`src/rtl/imem_loader_pkg.sv`:
```
// -----------------------------------------------------------------------------
// imem_loader_pkg
// Shared definitions for the instruction-memory loader.
//   state_e            : loader FSM state encoding
//   IMEM_DEPTH_DEFAULT : default instruction-memory depth in 32-bit words
//   HDR_LEN            : length of the word-count header in bytes
// Optional feature macro used by the loader: IMEM_LOADER_CHECKSUM_EN
// -----------------------------------------------------------------------------
package imem_loader_pkg;

   localparam int IMEM_DEPTH_DEFAULT = 1024;
   localparam int HDR_LEN            = 2;

   typedef enum logic [2:0] {
      ST_IDLE  = 3'd0,
      ST_HDR0  = 3'd1,
      ST_HDR1  = 3'd2,
      ST_DATA  = 3'd3,
      ST_WRITE = 3'd4,
      ST_CHK   = 3'd5,
      ST_DONE  = 3'd6
   } state_e;

endpackage

```
`src/rtl/imem_byte_packer.sv`:
```
// -----------------------------------------------------------------------------
// imem_byte_packer
// Assembles four consecutive bytes into a little-endian 32-bit word
// (first byte lands in word[7:0]).
// Ports:
//   clk        in  clock, rising edge
//   rst        in  synchronous active-high reset
//   clear      in  synchronous clear of the byte counter and shift register
//   byte_en    in  a byte is being accepted this cycle
//   byte_data  in  the byte being accepted
//   word_done  out high in the cycle the 4th byte of a word is accepted
//   word       out assembled word, valid while word_done is high
// -----------------------------------------------------------------------------
module imem_byte_packer (
   input  logic        clk,
   input  logic        rst,
   input  logic        clear,
   input  logic        byte_en,
   input  logic [7:0]  byte_data,
   output logic        word_done,
   output logic [31:0] word
);

   logic [1:0]  count_q, count_d;
   logic [31:0] shift_q, shift_d;

   // New bytes enter at the top and older bytes move down, so after four
   // bytes the first one sits in [7:0].
   assign word      = {byte_data, shift_q[31:8]};
   assign word_done = byte_en && (count_q == 2'd3);

   always_comb begin
      count_d = count_q;
      shift_d = shift_q;
      if (byte_en) begin
         count_d = count_q + 2'd1;
         shift_d = word;
      end
   end

   always_ff @(posedge clk) begin
      if (rst || clear) begin
         count_q <= 2'd0;
         shift_q <= 32'd0;
      end else begin
         count_q <= count_d;
         shift_q <= shift_d;
      end
   end

endmodule

```
`src/rtl/imem_loader.sv`:
```
// -----------------------------------------------------------------------------
// imem_loader
// Loads an instruction memory from a byte stream. Stream format:
//   N[7:0], N[15:8], then N*4 payload bytes (little-endian words),
//   then (checksum build only) one XOR checksum byte over the payload.
// The core is held in reset (cpu_rst) until the load has finished.
// Optional feature macro: IMEM_LOADER_CHECKSUM_EN (trailing checksum byte).
// Ports:
//   clk        in  clock, rising edge
//   rst        in  synchronous active-high reset
//   start      in  one-cycle pulse starting a load (from IDLE or DONE only)
//   byte_valid in  byte_data holds a valid byte
//   byte_data  in  stream byte
//   byte_ready out loader accepts a byte this cycle
//   we         out instruction-memory write strobe (one cycle per word)
//   wa         out word write address
//   wd         out write data word
//   busy       out load in progress
//   done       out load finished
//   err        out load failed (bad word count or checksum mismatch)
//   cpu_rst    out hold the core in reset
// -----------------------------------------------------------------------------
module imem_loader
   import imem_loader_pkg::*;
#(
   parameter int DEPTH = IMEM_DEPTH_DEFAULT,
   parameter int AW    = 10
) (
   input  logic          clk,
   input  logic          rst,
   input  logic          start,
   input  logic          byte_valid,
   input  logic [7:0]    byte_data,
   output logic          byte_ready,
   output logic          we,
   output logic [AW-1:0] wa,
   output logic [31:0]   wd,
   output logic          busy,
   output logic          done,
   output logic          err,
   output logic          cpu_rst
);

   localparam int NW = 8 * HDR_LEN;   // width of the word-count field

   state_e          state_q, state_d;
   logic [7:0]      hdr_lo_q, hdr_lo_d;
   logic [NW-1:0]   n_last_q, n_last_d;
   logic [AW-1:0]   idx_q, idx_d;
   logic [AW-1:0]   wa_q, wa_d;
   logic [31:0]     wd_q, wd_d;
   logic            err_q, err_d;
`ifdef IMEM_LOADER_CHECKSUM_EN
   logic [7:0]      xor_q, xor_d;
`endif

   logic            byte_fire;
   logic            pack_clear;
   logic            pack_en;
   logic            word_done;
   logic [31:0]     word;
   logic [NW-1:0]   n_word;
   logic            n_bad;
   logic            last_word;

   assign byte_ready = (state_q == ST_HDR0) || (state_q == ST_HDR1) ||
                       (state_q == ST_DATA) || (state_q == ST_CHK);
   assign byte_fire  = byte_valid && byte_ready;

   assign n_word     = {byte_data, hdr_lo_q};
   assign n_bad      = (n_word == '0) || ({1'b0, n_word} > (NW+1)'(DEPTH));
   assign last_word  = (NW'(idx_q) == n_last_q);

   // Packer restarts from an empty word whenever no load is running, so a
   // partial word from an aborted load can never leak into the next one.
   assign pack_clear = (state_q == ST_IDLE) || (state_q == ST_DONE);
   assign pack_en    = byte_fire && (state_q == ST_DATA);

   imem_byte_packer u_packer (
      .clk       (clk),
      .rst       (rst),
      .clear     (pack_clear),
      .byte_en   (pack_en),
      .byte_data (byte_data),
      .word_done (word_done),
      .word      (word)
   );

   always_comb begin
      state_d  = state_q;
      hdr_lo_d = hdr_lo_q;
      n_last_d = n_last_q;
      idx_d    = idx_q;
      wa_d     = wa_q;
      wd_d     = wd_q;
      err_d    = err_q;
`ifdef IMEM_LOADER_CHECKSUM_EN
      xor_d    = xor_q;
`endif
      case (state_q)
         ST_IDLE, ST_DONE: begin
            if (start) begin
               state_d = ST_HDR0;
               err_d   = 1'b0;
`ifdef IMEM_LOADER_CHECKSUM_EN
               xor_d   = 8'd0;
`endif
            end
         end
         ST_HDR0: begin
            if (byte_fire) begin
               hdr_lo_d = byte_data;
               state_d  = ST_HDR1;
            end
         end
         ST_HDR1: begin
            if (byte_fire) begin
               if (n_bad) begin
                  err_d   = 1'b1;
                  state_d = ST_DONE;
               end else begin
                  n_last_d = n_word - NW'(1);
                  idx_d    = '0;
                  state_d  = ST_DATA;
               end
            end
         end
         ST_DATA: begin
            if (byte_fire) begin
`ifdef IMEM_LOADER_CHECKSUM_EN
               xor_d = xor_q ^ byte_data;
`endif
               // Address and data are only updated on entry to WRITE, so
               // they stay put for the whole time the strobe is low.
               if (word_done) begin
                  wd_d    = word;
                  wa_d    = idx_q;
                  state_d = ST_WRITE;
               end
            end
         end
         ST_WRITE: begin
            if (last_word) begin
`ifdef IMEM_LOADER_CHECKSUM_EN
               state_d = ST_CHK;
`else
               state_d = ST_DONE;
`endif
            end else begin
               idx_d   = idx_q + AW'(1);
               state_d = ST_DATA;
            end
         end
`ifdef IMEM_LOADER_CHECKSUM_EN
         ST_CHK: begin
            if (byte_fire) begin
               if (byte_data != xor_q) begin
                  err_d = 1'b1;
               end
               state_d = ST_DONE;
            end
         end
`endif
         default: begin
            state_d = ST_IDLE;
         end
      endcase
   end

   always_ff @(posedge clk) begin
      if (rst) begin
         state_q  <= ST_IDLE;
         hdr_lo_q <= 8'd0;
         n_last_q <= '0;
         idx_q    <= '0;
         wa_q     <= '0;
         wd_q     <= 32'd0;
         err_q    <= 1'b0;
`ifdef IMEM_LOADER_CHECKSUM_EN
         xor_q    <= 8'd0;
`endif
      end else begin
         state_q  <= state_d;
         hdr_lo_q <= hdr_lo_d;
         n_last_q <= n_last_d;
         idx_q    <= idx_d;
         wa_q     <= wa_d;
         wd_q     <= wd_d;
         err_q    <= err_d;
`ifdef IMEM_LOADER_CHECKSUM_EN
         xor_q    <= xor_d;
`endif
      end
   end

   assign we      = (state_q == ST_WRITE);
   assign wa      = wa_q;
   assign wd      = wd_q;
   assign busy    = (state_q != ST_IDLE) && (state_q != ST_DONE);
   assign done    = (state_q == ST_DONE);
   assign err     = err_q;
   assign cpu_rst = (state_q != ST_DONE);

endmodule

```
`config.mk`:
```
export PLATFORM = sky130hd
export DESIGN_NAME = imem_loader
export DESIGN_NICKNAME = d
export VERILOG_FILES = /design/src/rtl/imem_loader_pkg.sv /design/src/rtl/imem_byte_packer.sv /design/src/rtl/imem_loader.sv
export SDC_FILE = /design/constraint.sdc
export NUM_CORES = 1
export LEC_CHECK = 0
export BUFFER_PORTS_ARGS = -buffer_cell sky130_fd_sc_hd__buf_4
export CAP_MARGIN = 20
export CORE_UTILIZATION = 45
export CTS_CLUSTER_DIAMETER = 100
export CTS_CLUSTER_SIZE = 25
export DETAILED_ROUTE_END_ITERATION = 10
export GPL_TIMING_DRIVEN = 0
export PLACE_DENSITY = 0.77
export SYNTH_ARGS = -nofsm -noshare
export SYNTH_HDL_FRONTEND = slang
export SYNTH_SLANG_ARGS = --single-unit
```
`constraint.sdc`:
```
create_clock -name clk -period 2.9 [get_ports clk]
set_clock_uncertainty 0.1 [all_clocks]
set_input_delay 0.29 -clock clk [delete_from_list [all_inputs] [get_ports clk]]
set_output_delay 0.29 -clock clk [all_outputs]
set_load 0.02 [all_outputs]
```
# Word-level counts from Yosys, hierarchy flattened
# Index checks and enable logic that the tools add are counted.
# word_totals
reg_bits,114
inputBits,12
word_cells,69
# classes
addsub,3
n_lt_le_gt_ge,1
n_eq_ne,17
n_mux,16
bitwise_logic,1
n_reduce_logical,22
# ops
op,count
10-bit two-way mux,3
3-bit two-way mux,7
10-bit one-hot mux with 2 select lines,1
10-bit by 16-bit equality test with 1-bit output,1
"16-bit by 11-bit > comparator with 1-bit output, second input constant",1
16-bit logical NOT,1
"16-bit by 1-bit subtractor with 16-bit output, second input constant",1
3-bit one-hot mux with 5 select lines,1
"2-bit inequality test, second input constant",7
"10-bit by 1-bit adder with 10-bit output, second input constant",1
"3-bit equality test, second input constant",3
4-bit AND reduction,2
"3-bit by 2-bit equality test with 1-bit output, second input constant",2
1-bit logical OR,6
3-bit AND reduction,2
5-bit AND reduction,1
1-bit logical AND,4
2-bit nonzero test,2
"3-bit by 1-bit equality test with 1-bit output, second input constant",1
3-bit logical NOT,1
1-bit two-way mux,3
"3-bit inequality test, second input constant",1
3-bit nonzero test,1
"2-bit by 1-bit adder with 2-bit output, second input constant",1
6 further kinds,6

# Longest topological paths before layout
# depth
word_depth,10
depth_mapped,9

# Modules after synthesis
# A second synthesis with hierarchy kept.
# unflattened
cells_unflattened,528
area_unflattened_um2,4619.4
# modules_own_cells
module,n_inst,cells_per_inst,area_per_inst_um2,seq_area_each_um2
imem_loader,1,433,3579.7,1601.5
imem_byte_packer,1,95,1039.7,520.5

# Least setup slack after synthesis
# Ideal clock, no wire load.
# synth_path
path_kind,register -> register
from,register hdr_lo_q[0]
to,register idx_q[2]
setup_ps,60
arrival_time_ps,1930
t_required_ps,2740
slack_ps,810
path_stages_with_launch,9
synth_period_minus_slack_ps,2090
cell_sequence,dfxtp_1 -> inv_1 -> ha_1 -> nor3b_1 -> a31o_2 -> and4b_1 -> buf_2 -> nor3b_2 -> a221o_1
# synth_via
elab_chain_len,4
word_cells_on_any_way,5
cone_classes,order compare: 1; eq/ne: 1; reduce/logical: 3
# synth_lines
item,line,text
start: declaration,imem_loader.sv:47,"logic [7:0] hdr_lo_q, hdr_lo_d;"
start signal: assignment,imem_loader.sv:184,hdr_lo_q <= hdr_lo_d;
16-bit by 11-bit > comparator with 1-bit output or 16-bit logical NOT (tied branches),imem_loader.sv:71,"assign n_bad = (n_word == '0) || ({1'b0, n_word} > (NW+1)'(DEPTH));"
1-bit logical OR (*),imem_loader.sv:71,
2-bit inequality test (no line) (*),-,
4-bit AND reduction (no line) (*),-,
end signal: assignment,imem_loader.sv:186,idx_q <= idx_d;
end: declaration,imem_loader.sv:49,"logic [AW-1:0] idx_q, idx_d;"
# Mark *: on every way between the ends. The rest lies on a longest branch, timed or not.
# A chain may end at the register's enable or synchronous reset.

# Final worst setup path
# layout_path
from,register idx_q[5]
to,register idx_q[2]
# layout_via
elab_chain_len,3
# layout_lines
item,line,text
10-bit by 16-bit equality test with 1-bit output,imem_loader.sv:72,assign last_word = (NW'(idx_q) == n_last_q);
2-bit inequality test (no line),-,
4-bit AND reduction (no line),-,
# No other way between the ends.

==> results.sh <==
export IMPL_grt_remaining_overflow=0
export IMPL_placed_cell_area_um2=5020
export IMPL_holdPathStages=3
export IMPL_drcViolationCount=0
export IMPL_fillerInstances=920
export IMPL_grt_start_max_net_pins=20
export IMPL_crit_start="idx_q[5]$_SDFFE_PP0P_"
export IMPL_cellPowerDensity_nw_per_um2=654
export IMPL_ir_drop_mv=0.384
export IMPL_critPathBufInv=1
export IMPL_ys_types=49
export IMPL_required_ns=3.07
export IMPL_fin_crit_ns=2.54
export IMPL_min_delay_start="byte_data[3]"
export IMPL_hold_path_class="in -> reg"
export IMPL_area_growth_syn_to_layout_pct=19.0
export IMPL_max_slew_margin_pct=35.1
export IMPL_fin_ws_ns=0.364
export IMPL_fin_crit_sh_pct=87.4
export IMPL_synth_edff_count=0
export IMPL_rsz0062_at_grt="false"
export IMPL_ys_seq_area_share_pct=47.9
export IMPL_register_area_um2=2120
export IMPL_tightest_slew_ns=0.966
export IMPL_die_h_um=101
export IMPL_grt_pass1_wl_um=17300
export IMPL_antennaDiodeCount=0
export IMPL_portBuffers=57
export IMPL_gp_congestion=0.880
export IMPL_synth_area_per_cell_um2=8.10
export IMPL_hold_violations=0
export IMPL_ys_warnings_count=0
export IMPL_nets=631
export IMPL_post_dp_hpwl_um=7740
export IMPL_r2r_setup_slack_ns=0.36
export IMPL_syn_cell_area_um2=4430
export IMPL_grtUsageMet2_pct=34.5
export IMPL_drv_slew=0
export IMPL_p_leak_nw=1.97
export IMPL_post_cts_setup_buffer_count=0
export IMPL_yosys_area_top_type_share_pct=47.9
export IMPL_vias=3940
export IMPL_cts_num_sinks=106
export IMPL_row_count=35
export IMPL_end_kind="flop"
export IMPL_hold_end="u_packer.shift_q[27]$_SDFFE_PP0P_"
export IMPL_synth_ff_type="dfxtp_1"
export IMPL_antenna_found_initial=0
export IMPL_routed_wirelength_um=10500
export IMPL_start_util_pct=47.3
export IMPL_maxCapViolCount=0
export IMPL_io_pins=60
export IMPL_critPathMaxFanout=8
export IMPL_critPathMaxStageDelay_ns=0.88
export IMPL_top_usage_layer="met2"
export IMPL_cts_tree="yes"
export IMPL_cts_resized=0
export IMPL_synthArstFlopShare_pct=0
export IMPL_cp_cell_sequence="clkbuf_1 -> xnor2_1 -> nand4_1 -> o31ai_1 -> nor3b_1 -> a221o_1"
export IMPL_fin_tns_setup_ns=0
export IMPL_startpoint_type="flop"
export IMPL_max_freq_ghz=0.394
export IMPL_place_ws_ns=0.404
export IMPL_drive_gt1_share_pct=14.8
export IMPL_grt_pass1_vias=3590
export IMPL_worstSkewPairLatency_ns=0.38
export IMPL_first_pass_iters=4
export IMPL_synthMostInstantiatedCell="nand2_1"
export IMPL_root_buffer="clkbuf_8"
export IMPL_setup_violations_final=0
export IMPL_rr_worst_depth=6
export IMPL_clockBufferDepth=2
export IMPL_multi_input_area_um2=2120
export IMPL_whs_ns=0.0832
export IMPL_core_area_um2=9370
export IMPL_path_clk_slew_ns=0.11
export IMPL_drt_iter0_markers=169
export IMPL_met1_usage_pct=29.0
export IMPL_cpMaxStageDelayCell="o31ai_1"
export IMPL_critPathTopFamily="compound AO/OA/AOI/OAI gates"
export IMPL_r2r_start="idx_q[5]$_SDFFE_PP0P_"
export IMPL_grt_util_all_layers_pct=21.4
export IMPL_worst_setup_path_type="reg -> reg"
export IMPL_status="complete, no violations"
export IMPL_wl_per_cell_um=14.0
export IMPL_synth_seq_cells=106
export IMPL_viasPerCell=5.26
export IMPL_die_area_um2=10200
export IMPL_synth_area_leaders="dfxtp_1, nand2_1, a21oi_1, xnor2_1, nor2_1"
export IMPL_holdBufCountCts=0
export IMPL_syn_nets=563
export IMPL_h_tree_depth=3
export IMPL_critical_path_arrival_ns=2.71
export IMPL_synth_area_leader_cell="dfxtp_1"
export IMPL_ant_nets=0
export IMPL_r2r_end="idx_q[2]$_SDFFE_PP0P_"
export IMPL_synth_cells=547
export IMPL_die_x_um=101
export IMPL_synth_common_cells="nand2_1, dfxtp_1, a21oi_1, nor2_1, clkbuf_1"
export IMPL_stdcell_area_um2=5270
export IMPL_cts_made_buffers=9
export IMPL_gr_usage_met3_pct=4.35
[metal layers]
metal  up-vias  routed length, µm
met3        14                574
met4         0                166
met1      1831               4930
met5         -                  0
li1       1996                  -
met2        99               4810
[through the flow]
stage | utilization (%) | cells | power [mW]
finish | 56.3 | 749 | 3.45
global route | 56.3 | 749 | 3.62
CTS | 56.3 | 749 | 3.47
detailed placement | 53.6 | 733 | 2.36
global placement | 53.6 | 733 | 2.34
floorplan | - | 547 | 2.14
[final cells by class]
cell class,count,share of cell area (%)
Tap cell,129,3.06
Inverter,10,0.712
Sequential cell,106,40.2
Multi-Input combinational cell,392,40.1
Clock inverter,7,2.47
Clock buffer,9,2.35
Timing Repair Buffer,57,8.11
Buffer,39,2.94
[cells by family (layout without fill, tap and decap cells)]
| group | Yosys count | in the layout | share of synthesized area, % |
|---|---|---|---|
| xor+xnor | 20 | 20 | 3.95 |
| buf+inv | 49 | 122 | 4.35 |
| fa+ha+maj | 4 | 4 | 1.13 |
| mux | 10 | 10 | 2.29 |
| compound gates | 119 | 119 | 16.2 |
| simple gates | 239 | 239 | 24.2 |
| flops | 106 | 106 | 47.9 |
[cell usage in the layout (no fill, tap or decap), types with 2 or more instances in the layout]
cell / instances
nor2_1: 35
nor3b_1: 3
or3_1: 5
and3_1: 6
a31oi_1: 4
nor3_1: 7
a211o_1: 3
xor2_1: 3
or4_4: 2
nand2_1: 141
a21oi_1: 74
o21ai_0: 2
nand2b_1: 3
bufinv_16: 3
o31ai_1: 6
a211oi_1: 13
mux2i_1: 9
buf_4: 57
dfxtp_1: 106
a21o_1: 5
buf_1: 3
nand4_1: 6
clkbuf_8: 9
o21a_1: 2
inv_6: 2
buf_2: 7
nor4_1: 3
inv_8: 2
clkbuf_1: 29
or2_2: 3
and2_1: 2
inv_1: 10
nand3_1: 14
a31o_2: 2
ha_1: 4
xnor2_1: 17
[how the worst max path moves through the flow]
stage / to / slack [ns] / cells past startpoint
final: idx_q[2]$_SDFFE_PP0P_ / 0.36 / 6
after global routing: idx_q[2]$_SDFFE_PP0P_ / 0.20 / 6
after CTS: idx_q[2]$_SDFFE_PP0P_ / 0.39 / 6
after detailed placement: idx_q[2]$_SDFFE_PP0P_ / 0.40 / 6
after global placement: idx_q[2]$_SDFFE_PP0P_ / 0.42 / 6
after floorplan: idx_q[2]$_SDFFE_PP0P_ / 0.81 / 8
[tightest hold or removal path, cell delays in order]
cell and delay (ns):
buf_4 0.13, nand2_1 0.05, a21oi_1 0.05
[state kept, by name, indices dropped and copies added (netlist names)]
| register | count |
|---|---|
| state_q | 3 |
| n_last_q | 16 |
| u_packer.count_q | 2 |
| idx_q | 10 |
| err | 1 |
| hdr_lo_q | 8 |
| wd | 32 |
| u_packer.shift_q | 24 |
| wa | 10 |
[power breakdown]
| part | internal (mW) | switching, mW |
|---|---|---|
| logic | 0.299 | 0.492 |
| clock network | 0.591 | 0.522 |
| registers | 1.50 | 0.0479 |
Note: power is estimated with default switching activity, not from simulation.
